[src/rtl/gate_truth_table_sweeper.sv]
// gate_truth_table_sweeper: drives a/b through 00..11 and checks the six gate outputs against a golden set.
// Optional GTTS_CAPTURE_EN adds fail_vec/fail_res holding the first mismatch of a sweep.
module gate_truth_table_sweeper #(
    parameter int MODE          = 0,
    parameter int SETTLE_CYCLES = 2
) (
    input  logic       clk,
    input  logic       rst_n,
    input  logic       start,
    output logic       a,
    output logic       b,
    input  logic [5:0] res,
    output logic       busy,
    output logic       done,
    output logic       pass,
    output logic [3:0] err_mask,
    output logic [2:0] err_count
`ifdef GTTS_CAPTURE_EN
    ,
    output logic [1:0] fail_vec,
    output logic [5:0] fail_res
`endif
);
    typedef enum logic [2:0] {IDLE, DRIVE, SETTLE, SAMPLE, DONE} state_t;
    state_t     state_q;
    logic [1:0] vec_q;
    logic [3:0] cnt_q;
    logic       a_q, b_q, busy_q, done_q, pass_q;
    logic [3:0] err_mask_q, err_mask_d;
    logic [2:0] err_count_q, err_count_d;
    logic [5:0] golden;
    logic       mism;
`ifdef GTTS_CAPTURE_EN
    logic [1:0] fail_vec_q;
    logic [5:0] fail_res_q;
    assign fail_vec = fail_vec_q;
    assign fail_res = fail_res_q;
`endif

    always_comb begin
        golden      = {~(a_q ^ b_q), a_q ^ b_q, (MODE != 0) ? ~(a_q & b_q) : ~(a_q | b_q),
                       a_q | b_q, a_q & b_q, ~a_q};
        mism        = res != golden;
        err_mask_d  = err_mask_q | (mism ? 4'b0001 << vec_q : 4'b0000);
        err_count_d = err_count_q + {2'b00, mism};
    end

    always_ff @(posedge clk or negedge rst_n) begin
        if (!rst_n) begin
            state_q     <= IDLE;
            vec_q       <= '0;
            cnt_q       <= '0;
            a_q         <= 1'b0;
            b_q         <= 1'b0;
            busy_q      <= 1'b0;
            done_q      <= 1'b0;
            pass_q      <= 1'b0;
            err_mask_q  <= '0;
            err_count_q <= '0;
`ifdef GTTS_CAPTURE_EN
            fail_vec_q  <= '0;
            fail_res_q  <= '0;
`endif
        end else begin
            case (state_q)
                IDLE, DONE: if (start) begin
                    state_q     <= DRIVE;
                    vec_q       <= '0;
                    {a_q, b_q}  <= 2'b00;
                    busy_q      <= 1'b1;
                    done_q      <= 1'b0;
                    pass_q      <= 1'b0;
                    err_mask_q  <= '0;
                    err_count_q <= '0;
`ifdef GTTS_CAPTURE_EN
                    fail_vec_q  <= '0;
                    fail_res_q  <= '0;
`endif
                end
                DRIVE: begin
                    state_q <= SETTLE;
                    cnt_q   <= '0;
                end
                SETTLE: if (cnt_q == 4'(SETTLE_CYCLES - 1)) state_q <= SAMPLE;
                        else cnt_q <= cnt_q + 4'd1;
                SAMPLE: begin
                    err_mask_q  <= err_mask_d;
                    err_count_q <= err_count_d;
`ifdef GTTS_CAPTURE_EN
                    // an empty count means no earlier vector of this sweep failed
                    if (mism && err_count_q == 3'd0) begin
                        fail_vec_q <= vec_q;
                        fail_res_q <= res;
                    end
`endif
                    if (vec_q == 2'd3) begin
                        state_q    <= DONE;
                        {a_q, b_q} <= 2'b00;
                        busy_q     <= 1'b0;
                        done_q     <= 1'b1;
                        pass_q     <= err_mask_d == 4'd0;
                    end else begin
                        state_q    <= DRIVE;
                        vec_q      <= vec_q + 2'd1;
                        {a_q, b_q} <= vec_q + 2'd1;
                    end
                end
                default: state_q <= IDLE;
            endcase
        end
    end

    assign a         = a_q;
    assign b         = b_q;
    assign busy      = busy_q;
    assign done      = done_q;
    assign pass      = pass_q;
    assign err_mask  = err_mask_q;
    assign err_count = err_count_q;
endmodule

[config.mk]
export PLATFORM = sky130hd
export DESIGN_NAME = gate_truth_table_sweeper
export DESIGN_NICKNAME = d
export VERILOG_FILES = /design/src/rtl/gate_truth_table_sweeper.sv
export SDC_FILE = /design/constraint.sdc
export NUM_CORES = 1
export LEC_CHECK = 0
export BUFFER_PORTS_ARGS = -buffer_cell sky130_fd_sc_hd__buf_2
export CORE_ASPECT_RATIO = 1.1
export CORE_UTILIZATION = 50
export CTS_BUF_LIST = sky130_fd_sc_hd__clkbuf_8
export CTS_CLUSTER_DIAMETER = 100
export CTS_CLUSTER_SIZE = 24
export DETAILED_ROUTE_END_ITERATION = 10
export MAX_ROUTING_LAYER = met4
export PLACE_DENSITY = 0.77
export SYNTH_ARGS = -nofsm -noshare
export SYNTH_HDL_FRONTEND = slang
export SYNTH_SLANG_ARGS = --single-unit
[constraint.sdc]
create_clock -name clk -period 2.15 [get_ports clk]
set_input_delay 0.215 -clock clk [delete_from_list [all_inputs] [get_ports clk]]
set_output_delay 0.215 -clock clk [all_outputs]
set_load 0.02 [all_outputs]
==> flow_summary.ini <==
[synthesis]
syn-num-nets = 131
ys_seq_area_frac = 0.4384
ys_seq_elements = 21
ys_warn_count = 0
synth.cell_area_sq_um = 1199
yosys.cell_types.count = 36
syn_area_per_cell_sq_um = 10.70
netlist_instances = 112

[routing]
num_vias = 964
drt_iter0_drc = 18
first_pass_iters = 4
drt-vias-per-instance = 5.671
wl_per_cell_microns = 14.81
drcViolationCount = 0
wl_microns = 2517
route.antenna.remaining_nets = 0

[floorplan]
ios = 21
chipWidth_microns = 48.69
die_y_microns = 53.35
rows = 18
core_area_sq_um = 2252
dieArea_sq_um = 2597
initial_core_util = 0.5322

[sta]
fin_skew_ns = 0.002403
setup_slack_ns = -0.01244
finalSetupTns_ns = -0.01244
fmax_mhz = 462.4
finalCritPeriodShare = 1.006
slew_headroom = 0.6832
fin_hold_ws_ns = 0.1561
setup_violations = 1
fin_crit_ns = 2.162
tightest_slew_ns = 0.4753
slew_violations = 0
rsz0062_at_grt = yes
hold_viol_final = 0

[setup_path]
startpoint = a
worstSetupStartpointType = flip-flop
criticalPathCategory = reg2reg
worstPathRequired_ns = 2.33
reg2regPathDepth = 9
regToRegSetupSlack_ns = -0.01
timing.rr.end = err_count[2]
critPathCapture = err_count[2]
end_kind = flip-flop
r2r-start = a
worst_ep_arrival_time_ns = 2.35
crit_fanout = 2

[global_route]
gr-total-overflow = 0
grt_pass1_vias = 899
grt_pass1_wl_microns = 4050
antenna_found_initial = 0
grt_max_degree = 22
grtUsageTotal = 0.2156

[flow_run]
drv_cap = 0

[status]
status = finished, violations left
failed_checks = negative setup slack

[placed_design]
placedCellCount = 163
gp_routability_congestion = 0.7432
hpwl_microns = 1703
numPortBuffers = 20
place_area_sq_um = 1368

[cells_and_area]
syn_to_final_growth_pct = 21.29
final_cell_mix = 20 x buf_2, 19 x dfrtp_1, 14 x nand2_1
layout_commonest_cell = buf_2
ff_latch_area_sq_um = 528.0
drive_gt1_frac = 0.3214
multi_input_area_sq_um = 653.1
nFillCells = 189
diodes = 0
instances_no_fill = 170
final_nets = 160
final_area_sq_um = 1454

[clock_network]
cts.sinks = 21
cts_buffers = 3
htreeDepth = 1
clk-insertion-delay-late_ns = 0.26
path_clk_slew_ns = 0.08
cts-root-buf = clkbuf_8
clk_path_buf_depth = 2
cts_tree = yes

[hold_path]
hold_class = in2reg

[pwr]
power_density_nw_per_um2 = 1383
irDropWorstVdd_v = 0.0008379
p_leak_nw = 0.7212
[logic make-up (layout without fill, tap and decap cells)]
family	count (synthesis)	in the layout	synth area share
simple gates	38	38	0.1931
compound gates	24	24	0.1545
flops	21	21	0.4384
buf+inv	11	39	0.04488
fa+ha+maj	10	10	0.1044
mux	5	5	0.04280
xor+xnor	3	3	0.02192
[report_power, final]
| part | internal (mW) | switching, mW | leakage [nW] | total (mW) |
|---|---|---|---|---|
| clock network | 0.129 | 0.133 | 0.0255 | 0.262 |
| registers | 0.549 | 0.176 | 0.262 | 0.726 |
| logic | 0.470 | 0.553 | 0.433 | 1.02 |
| total | 1.15 | 0.862 | 0.721 | 2.01 |
[through the flow]
step | worst slack, ns | utilization | power, mW
after global placement | 0.1049 | 0.6072 | 1.643
after floorplan | -0.07380 | - | 1.429
after CTS | -0.02842 | 0.6456 | 2.012
final | -0.01244 | 0.6456 | 2.011
after detailed placement | 0.0007754 | 0.6072 | 1.692
after global routing | -0.05980 | 0.6456 | 2.164
[worst max-delay path, cell delays in order (launching register included)]
cell and delay (ns):
dfrtp_2 0.42, inv_2 0.07, ha_4 0.20, or3b_4 0.37
a22oi_2 0.17, nand2_1 0.11, ha_2 0.20, ha_4 0.16
mux2_4 0.26, mux2i_1 0.15
[area by class of cell]
class                           instances  area share
Inverter                                7     0.01807
Multi-Input combinational cell         80      0.4492
Sequential cell                        21      0.3632
Clock inverter                          1    0.003442
Tap cell                               30     0.02582
Timing Repair Buffer                   28      0.1119
Clock buffer                            3     0.02840
[routing by layer]
metal | GRT usage | wire length [microns] | vias to the layer above
li1 | - | - | 457
met1 | 0.2590 | 1171 | 455
met2 | 0.3495 | 1175 | 44
met3 | 0.03448 | 124 | 8
met4 | 0.1225 | 46 | 0
met5 | - | 0 | -
[cell usage after synthesis]
| master | count | area (sq um) |
|---|---|---|
| dfrtp_1 | 21 | 525.5 |
| nand2_1 | 14 | 52.55 |
| ha_1 | 10 | 125.1 |
| inv_1 | 7 | 26.28 |
| o211ai_1 | 7 | 52.55 |
| nor2_1 | 5 | 18.77 |
| a22o_1 | 4 | 35.03 |
| mux2i_1 | 4 | 40.04 |
| a21o_1 | 3 | 22.52 |
| nand3b_1 | 3 | 22.52 |
| or3b_1 | 3 | 26.28 |
| buf_4 | 2 | 15.01 |
| nand2b_1 | 2 | 12.51 |
| nor3b_2 | 2 | 25.02 |
| o21a_1 | 2 | 15.01 |
| o21ai_1 | 2 | 10.01 |
| xnor2_1 | 2 | 17.52 |
| a21oi_1 | 1 | 5.000 |
| a22oi_2 | 1 | 12.51 |
| and3_1 | 1 | 6.260 |
| and3b_1 | 1 | 8.760 |
| buf_2 | 1 | 5.000 |
| clkbuf_4 | 1 | 7.510 |
| mux2_1 | 1 | 11.26 |
| nand4_1 | 1 | 6.260 |
| nand4b_2 | 1 | 15.01 |
| nor3_1 | 1 | 5.000 |
| nor4_1 | 1 | 6.260 |
| o21bai_1 | 1 | 7.510 |
| o311ai_1 | 1 | 8.760 |
| o31ai_1 | 1 | 7.510 |
| o41ai_1 | 1 | 8.760 |
| or2b_1 | 1 | 7.510 |
| or3b_4 | 1 | 11.26 |
| or4_1 | 1 | 7.510 |
| xor2_1 | 1 | 8.760 |
[state kept, by name, summed over array words and instances, names as in the netlist]
| signal | count |
|---|---|
| err_mask | 4 |
| cnt_q | 4 |
| err_count | 3 |
| state_q | 3 |
| pass | 1 |
| a | 1 |
| busy | 1 |
| b | 1 |
| done | 1 |
| vec_q | 2 |
[worst min path at each step]
stage / from / end / slack (ns) / cells past startpoint
global route: start / state_q[2] / 0.16 / 2
global placement: rst_n / state_q[1] / 0.19 / 1
CTS: start / state_q[2] / 0.15 / 2
floorplan: rst_n / a / -0.08 / 0
detailed placement: rst_n / err_mask[3] / 0.20 / 1
finish: start / state_q[2] / 0.16 / 2
[repair_timing]
action / 4_1_cts / 5_1_grt
hold buffers: 1 / 0
gates resized for setup: 4 / 0
pin swaps: 5 / 2
buffers inserted: 2 / 0
endpoints found under the hold margin: 21 / 0
endpoints found under the setup margin: 1 / 2
No activity file was read; power rests on OpenSTA's default activity.
